`src/rtl/alu_operand_ctrl.sv`:
```
// Operand registers and sequencing for an external adder/subtractor whose result is ready ALU_LAT cycles
// after the operands. Defining ALU_FLAGS_EN adds zero_o/neg_o flags taken from the captured result.
module alu_operand_ctrl #(
  parameter int unsigned ALU_LAT = 1
) (
  input  logic       clk_i,
  input  logic       rstn_i,
  input  logic [7:0] bus_i,
  input  logic       load_a_i,
  input  logic       load_b_i,
  input  logic       start_i,
  input  logic       sub_i,
  input  logic [7:0] alu_res_i,
  output logic [7:0] a_o,
  output logic [7:0] b_o,
  output logic       sub_en_o,
  output logic       busy_o,
  output logic       done_o,
  output logic [7:0] result_o,
`ifdef ALU_FLAGS_EN
  output logic       zero_o,
  output logic       neg_o,
`endif
  output logic [1:0] state_o
);

  typedef enum logic [1:0] {
    S_IDLE    = 2'd0,
    S_WAIT    = 2'd1,
    S_CAPTURE = 2'd2
  } state_e;

  state_e     state_q;
  logic [7:0] a_q, b_q, result_q;
  logic       sub_q, busy_q, done_q;
  logic [2:0] cnt_q;
  logic [2:0] cnt_d;
`ifdef ALU_FLAGS_EN
  logic       zero_q, neg_q;
`endif

  assign cnt_d = cnt_q + 3'd1;

  // Handshake: start_i is a request with no backpressure. It is taken only while busy_o=0;
  // a request (or load) arriving while busy_o=1 is dropped, never queued. done_o pulses once
  // per accepted request, in the cycle after the result is captured.
  always_ff @(posedge clk_i or negedge rstn_i) begin
    if (!rstn_i) begin
      state_q  <= S_IDLE;
      a_q      <= 8'h00;
      b_q      <= 8'h00;
      result_q <= 8'h00;
      sub_q    <= 1'b0;
      busy_q   <= 1'b0;
      done_q   <= 1'b0;
      cnt_q    <= 3'd0;
`ifdef ALU_FLAGS_EN
      zero_q   <= 1'b0;
      neg_q    <= 1'b0;
`endif
    end else begin
      done_q <= 1'b0;
      case (state_q)
        S_IDLE: begin
          if (load_a_i) a_q <= bus_i;
          if (load_b_i) b_q <= bus_i;
          if (start_i) begin
            sub_q   <= sub_i;
            cnt_q   <= 3'd0;
            busy_q  <= 1'b1;
            state_q <= S_WAIT;
          end
        end
        S_WAIT: begin
          cnt_q <= cnt_d;
          if (cnt_d == 3'(ALU_LAT)) state_q <= S_CAPTURE;
        end
        S_CAPTURE: begin
          // Result is written back into A so consecutive operations accumulate.
          result_q <= alu_res_i;
          a_q      <= alu_res_i;
          busy_q   <= 1'b0;
          done_q   <= 1'b1;
          state_q  <= S_IDLE;
`ifdef ALU_FLAGS_EN
          zero_q   <= (alu_res_i == 8'h00);
          neg_q    <= alu_res_i[7];
`endif
        end
        default: state_q <= S_IDLE;
      endcase
    end
  end

  assign a_o      = a_q;
  assign b_o      = b_q;
  assign sub_en_o = sub_q;
  assign busy_o   = busy_q;
  assign done_o   = done_q;
  assign result_o = result_q;
  assign state_o  = state_q;
`ifdef ALU_FLAGS_EN
  assign zero_o   = zero_q;
  assign neg_o    = neg_q;
`endif

endmodule

```
`config.mk`:
```
export PLATFORM = sky130hd
export DESIGN_NAME = alu_operand_ctrl
export DESIGN_NICKNAME = d
export VERILOG_FILES = /design/src/rtl/alu_operand_ctrl.sv
export SDC_FILE = /design/constraint.sdc
export NUM_CORES = 1
export LEC_CHECK = 0
export ABC_AREA = 1
export ABC_CLOCK_PERIOD_IN_PS = 1700
export BUFFER_PORTS_ARGS = -buffer_cell sky130_fd_sc_hd__clkbuf_2
export CAP_MARGIN = 20
export CORE_ASPECT_RATIO = 1.25
export CORE_MARGIN = 4
export CORE_UTILIZATION = 40
export CTS_CLUSTER_DIAMETER = 40
export CTS_CLUSTER_SIZE = 40
export DETAILED_ROUTE_END_ITERATION = 8
export GPL_TIMING_DRIVEN = 0
export HOLD_SLACK_MARGIN = 0.15
export PLACE_DENSITY_LB_ADDON = 0.08
export SLEW_MARGIN = 25
export SYNTH_ARGS = -nofsm -noshare
export SYNTH_HDL_FRONTEND = slang
export SYNTH_SLANG_ARGS = --single-unit
```
`constraint.sdc`:
```
create_clock -name clk_i -period 1.7 [get_ports clk_i]
set_clock_uncertainty 0.2 [all_clocks]
set_input_delay 0.085 -clock clk_i [delete_from_list [all_inputs] [get_ports clk_i]]
set_output_delay 0.085 -clock clk_i [all_outputs]
set_load 0.1 [all_outputs]
```
==> results of run 1 <==
-- metrics by stage --
| step | util | setup slack (ns) |
|---|---|---|
| after global routing | 0.606 | 0.166 |
| after CTS | 0.606 | 0.203 |
| after global placement | 0.514 | 0.388 |
| final | 0.606 | 0.214 |
| after floorplan | - | 0.149 |
| after detailed placement | 0.514 | 0.386 |
-- registers in the layout, summed over array words and instances (netlist names) --
name and cells:
cnt_q 3, b_o 8, state_o 2, done_o 1
busy_o 1, a_o 8, sub_en_o 1, result_o 8
-- routing by layer --
metal	vias up	global-route usage
li1	652	-
met1	578	0.190
met2	43	0.322
met3	10	0.0633
met4	0	0.0795
met5	-	0
-- worst max-delay path by stage --
| stage | to | startpoint | slack, ns |
|---|---|---|---|
| CTS | state_o[1] | state_o[1] | 0.20 |
| floorplan | a_o[0] | state_o[0] | 0.15 |
| global placement | sub_en_o | state_o[1] | 0.39 |
| detailed placement | a_o[4] | state_o[1] | 0.39 |
| finish | state_o[1] | state_o[1] | 0.21 |
| global route | state_o[1] | state_o[1] | 0.17 |
-- Yosys cell counts --
library cell  instances  area, sq um
nor2_2                1         6.26
o21bai_2              1         11.3
nand2_2               1         6.26
o21ai_4               1         16.3
inv_1                 6         22.5
o21ai_1               1         5.00
nand3_1              18         90.1
nor2_1                2         7.51
inv_2                 2         7.51
buf_4                 1         7.51
buf_2                 2         10.0
nand2_1              90          338
buf_6                 2         22.5
dfrtp_1              32          801
ha_1                  2         25.0
-- cell type report --
class / instances / area [sq um]
plain buffers: 5 / 40.0
clock buffers: 8 / 90.1
fillers: 290 / 1280
inverters: 8 / 30.0
multi-input cells: 117 / 505
flip-flops and latches: 32 / 803
well taps: 37 / 46.3
repair buffers: 70 / 455
-- logic make-up after synthesis --
logic type               Yosys count  share of synthesized area
flip-flops                        32                      0.582
buffers and inverters             13                     0.0509
AND/OR/NAND/NOR                  112                      0.325
AO/OA/AOI/OAI                      3                     0.0236
adder cells (fa/ha/maj)            2                     0.0182
-- what timing repair did --
action	4_1_cts	5_1_grt
setup endpoints to repair	0	0
hold endpoints to repair	62	0
hold buffers	21	0
==> impl_metrics.toml, run 1 <==
[detailed_routing]
drt_iter0_drc = 60
route.met3.wl_um = 250
vias = 1283
wl_per_cell_um = 12.6
wl_met1_um = 1310
ant_nets = 0
wl_met2_um = 1840
first_pass_iters = 4
highest_layer = "met4"
vias_per_cell = 4.63
routed_wl_um = 3490
post-route-drc-count = 0

[critical_path]
r2r_start = "state_o[1]"
start_kind = "flip-flop"
cp_num_buf_inv = 1
cp.arrival_ns = 1.20
reg2regPathDepth = 4
end_kind = "output pin"
cp_slowest_cell = "clkbuf_2"
crit_family = "buffers and inverters"
cp_cell_sequence = "clkbuf_2"
r2r_slack_ns = 0.39
cp_num_cells = 1
cpPeakStageDelay_ns = 0.49
rr_endpoint = "a_o[4]"
path_class = "reg -> out"
cp.required_ns = 1.41
cp_max_fo = 5

[sta]
slew_headroom = 0.482
fmax_ghz = 0.673
finalCriticalPeriod_ns = 1.49
finalSetupViolCount = 0
timing.hold.ws_ns = 0.211
rsz0062_at_grt = "no"
hold_violations = 0
worst_slew_pin_slew_ns = 0.776
setup_tns_ns = 0
finalCritPeriodShare = 0.874
maxSlewViolCount = 0

[global_route]
antenna_found_initial = 0
grt_pass1_vias = 1359
grt_pass1_wl_um = 5840
grt_max_degree = 33
grt_usage = 0.182
grt.overflow.total = 0

[yosys]
yosysWarnings = 0
syn_avg_cell_area_sq_um = 8.50
synth-seq-cells = 32
synth.distinct_cells = 15
yosysSeqAreaShare = 0.582
synth_nets = 186
synth_area_sq_um = 1380
synth_cells = 162

[final_layout]
finalInstanceArea_sq_um = 1970
nets = 263
diodes = 0
syn_to_final_growth_pct = 43.2
final_common_cell = "nand2_1"
fin_cells = 277
drive_gt1_frac = 0.283
layout_common_cells = "nand2_1 (90), clkbuf_2 (49), dfrtp_1 (30), dlygate4sd3_1 (21), nand3_1 (18)"

[clocking]
clk_pin_slew_worst_paths_ns = 0.06
clk_path_buf_depth = 2
cts_root_buf = "clkbuf_8"
postCtsSetupRepairBufs = 0
numClockSinks = 32
cts_resized = 0
numCtsBuffers = 5
cts_tree = "yes"
clk_latency_ns = 0.28
htree_num_levels = 2

[floorplan]
start_util = 0.423
dieArea_sq_um = 4450
io_pins = 51
die_w_um = 60.5
core_area_sq_um = 3250
core.rowCount = 23
die_y_um = 73.6

[run]
maxCapViolCount = 0

[placed_design]
dp_hpwl_um = 2540
portBuffers = 49
gp_congestion = 0.748
placed_area_sq_um = 1670
placed_cells = 248

[worst_hold_path]
worstHoldPathType = "in -> async"

[run_status]
status = "finished clean"
Power of run 1 is not shown: default switching activity piles up to over one toggle a cycle in this logic, so the estimate is an artifact.
==> run 2: changes to the inputs <==
- MAX_ROUTING_LAYER: not set -> met4
==> run 2 against run 1 <==
Wire length increased by 0.20%. Final cell count unchanged. Flip-flop and latch count unchanged. Core utilization unchanged. Cell area stayed put. Register-to-register slack about the same. Critical path type unchanged. Largest cell class unchanged. Highest routed layer unchanged.
==> impl_metrics.toml, run 2 (synthesis results as in run 1) <==
[run_status]
status = "finished clean"

[critical_path]
cp_slowest_cell = "clkbuf_2"
end_kind = "output pin"
cp_max_fo = 5
crit_family = "buffers and inverters"
cp_num_buf_inv = 1
path_class = "reg -> out"
cpPeakStageDelay_ns = 0.49
cp_cell_sequence = "clkbuf_2"
start_kind = "flip-flop"
cp.required_ns = 1.41
cp.arrival_ns = 1.20

[clocking]
postCtsSetupRepairBufs = 0
htree_num_levels = 2
numCtsBuffers = 5
cts_resized = 0
cts_tree = "yes"
cts_hold_buf = 21
clk_path_buf_depth = 2
clk_latency_ns = 0.28
numClockSinks = 32
cts_root_buf = "clkbuf_8"
clk_pin_slew_worst_paths_ns = 0.06

[final_layout]
fin_cells = 277
diodes = 0
drive_gt1_frac = 0.283
layout_common_cells = "nand2_1 (90), clkbuf_2 (49), dfrtp_1 (30), dlygate4sd3_1 (21), nand3_1 (18)"
syn_to_final_growth_pct = 43.2
num-fill-cells = 290
final_common_cell = "nand2_1"
final_core_util = 0.606
nets = 263

[placed_design]
placed_cells = 248
portBuffers = 49
dp_hpwl_um = 2540
gp_congestion = 0.758

[global_route]
antenna_found_initial = 0
grt.overflow.total = 0
grt_max_degree = 33
grt_usage = 0.186
grt_pass1_vias = 1362
grt_pass1_wl_um = 5820

[sta]
finalCritPeriodShare = 0.876
fmax_ghz = 0.671
finalCriticalPeriod_ns = 1.49
worst_slew_pin_slew_ns = 0.777
slew_headroom = 0.482
setup_tns_ns = 0
rsz0062_at_grt = "no"
maxSlewViolCount = 0
finalSetupViolCount = 0
hold_violations = 0

[floorplan]
start_util = 0.423
die_y_um = 73.6
die_w_um = 60.5
io_pins = 51
core_area_sq_um = 3250
core.rowCount = 23
dieArea_sq_um = 4450

[detailed_routing]
vias_per_cell = 4.64
post-route-drc-count = 0
ant_nets = 0
wl_per_cell_um = 12.6
vias = 1285
first_pass_iters = 4
drt_iter0_drc = 69
routed_wl_um = 3490

[run]
maxCapViolCount = 0

[worst_hold_path]
worstHoldPathType = "in -> async"
-- run 2: metal layers --
metal,share of wire,vias up,global-route usage
li1,-,652,-
met1,0.38,579,0.193
met2,0.53,44,0.322
met3,0.068,10,0.0316
met4,0.026,0,0.108
met5,0,-,-
-- run 2: path summary, 6_finish.rpt --
| kind | end | depth (start not counted) | slack (ns) | from |
|---|---|---|---|---|
| min in group clk_i | b_o[2] | 2 | 0.27 | b_o[2] |
| hold reg to reg | b_o[2] | 2 | 0.27 | b_o[2] |
| hold / removal | done_o | 2 | 0.21 | rstn_i |
| max in group asynchronous | state_o[0] | 2 | 0.55 | rstn_i |
| setup / recovery | state_o[1] | 1 | 0.21 | state_o[1] |
| setup reg to reg | sub_en_o | 5 | 0.39 | state_o[1] |
-- run 2: layout make-up --
cell class              instances  area, sq um  share of cell area
well taps                      37         46.3              0.0235
inverters                       8         30.0              0.0152
plain buffers                   5         40.0              0.0203
clock buffers                   8         90.1              0.0457
multi-input cells             117          505               0.257
flip-flops and latches         32          803               0.408
repair buffers                 70          455               0.231
-- run 2: per-stage QoR --
step | cell area [sq um] | setup WS, ns | hold slack, ns
after global placement | 1670 | 0.388 | -0.00179
after CTS | 1970 | 0.203 | 0.245
after global routing | 1970 | 0.174 | 0.293
final | 1970 | 0.211 | 0.209
after floorplan | 1380 | 0.149 | -0.411
after detailed placement | 1670 | 0.386 | 0.00342
Power of run 2 is left out for the same reason.
==> run 3: changes to the inputs <==
- ABC_CLOCK_PERIOD_IN_PS: 1700 -> 1400
- clock period: 1.7 -> 1.4 ns (I/O delays scaled with it)
==> run 3 against run 2 <==
Cell area grew 1.5%. Hold slack lost 0.0070 ns. Core utilization grew 0.92 points. Highest routed layer unchanged.
==> impl_metrics.toml, run 3 (synthesis results as in run 1) <==
[detailed_routing]
routed_wl_um = 3450
ant_nets = 0
route.met3.wl_um = 234
vias = 1296
first_pass_iters = 4
wl_met1_um = 1480
post-route-drc-count = 0
vias_per_cell = 4.68
highest_layer = "met4"
wl_met2_um = 1690
wl_per_cell_um = 12.5
drt_iter0_drc = 43

[sta]
finalCriticalPeriod_ns = 1.37
worst_slew_pin_slew_ns = 0.782
fmax_ghz = 0.729
slew_headroom = 0.479
finalSetupViolCount = 0
timing.hold.ws_ns = 0.202
hold_violations = 0
finalCritPeriodShare = 0.980
maxSlewViolCount = 0
rsz0062_at_grt = "yes"

[final_layout]
drive_gt1_frac = 0.292
layout_common_cells = "nand2_1 (90), clkbuf_2 (41), dfrtp_1 (30), dlygate4sd3_1 (21), nand3_1 (17)"
final_core_util = 0.615
nets = 263
fin_cells = 277
syn_to_final_growth_pct = 45.4
final_common_cell = "nand2_1"
diodes = 0
num-fill-cells = 272

[critical_path]
crit_family = "buffers and inverters"
cp_num_cells = 1
cpPeakStageDelay_ns = 0.47
cp.arrival_ns = 1.10
endpoint = "b_o[1]"
start_kind = "flip-flop"
cp_max_fo = 2
r2r_slack_ns = 0.06
r2r_start = "state_o[0]"
end_kind = "output pin"
reg2regPathDepth = 5
cp-startpoint = "b_o[1]"
cp.required_ns = 1.13
cp_cell_sequence = "clkbuf_2"
cp_slowest_cell = "clkbuf_2"
cp_num_buf_inv = 1
rr_endpoint = "sub_en_o"
path_class = "reg -> out"

[floorplan]
die_y_um = 73.6
dieArea_sq_um = 4450
core_area_sq_um = 3250
start_util = 0.423
die_w_um = 60.5
core.rowCount = 23
io_pins = 51

[clocking]
numClockSinks = 32
cts_tree = "yes"
numCtsBuffers = 5
htree_num_levels = 2
clk_path_buf_depth = 2
clk_latency_ns = 0.27
cts_root_buf = "clkbuf_8"
postCtsSetupRepairBufs = 0
clk_pin_slew_worst_paths_ns = 0.06

[global_route]
grt_pass1_vias = 1242
grt_max_degree = 33
grt.overflow.total = 0
grt_pass1_wl_um = 5600
grt_usage = 0.178
antenna_found_initial = 0

[worst_hold_path]
worstHoldPathType = "in -> async"

[placed_design]
placed_cells = 248
portBuffers = 49
gp_congestion = 0.849
dp_hpwl_um = 2470

[run_status]
status = "finished clean"

[run]
maxCapViolCount = 0
run 3: cell types whose count changed in the layout (fill, tap and decap cells not counted), sizes merged:
cell / change
clkbuf: -6
buf: +6
run 3: area by class of cell:
type	instances	area, sq um	area share
inverters	8	32.5	0.0163
well taps	37	46.3	0.0231
clock buffers	8	90.1	0.0450
repair buffers	70	460	0.230
multi-input cells	117	513	0.256
plain buffers	5	50.0	0.0250
flip-flops and latches	32	808	0.404
run 3: through the flow:
step                area [sq um]  worst slack (ns)  TNS (ns)
finish                      2000            0.0286         0
global route                2000           -0.0183   -0.0312
CTS                         1990            0.0223         0
detailed placement          1680            0.0466         0
global placement            1680            0.0567         0
floorplan                   1390           -0.0466    -0.644
run 3: worst min-delay path by stage:
stage	cells after the start	start	to
6_report	2	rstn_i	result_o[3]
3_3_place_gp	1	rstn_i	done_o
4_1_cts	2	rstn_i	result_o[7]
3_5_place_dp	1	rstn_i	result_o[3]
2_1_floorplan	0	rstn_i	a_o[0]
5_1_grt	2	rstn_i	cnt_q[2]
run 3: layer usage:
| metal | GRT usage | up-vias |
|---|---|---|
| met4 | 0.0578 | 0 |
| met1 | 0.223 | 593 |
| met2 | 0.275 | 46 |
| li1 | - | 651 |
| met5 | - | - |
| met3 | 0.0527 | 6 |
run 3: repair_timing:
item,CTS,global route
pin swaps,0,1
hold buffers,21,0
endpoints found under the hold margin,62,0
cloned,0,0
setup endpoints to repair,2,17
gates resized for setup,2,9
Power of run 3 is left out for the same reason.
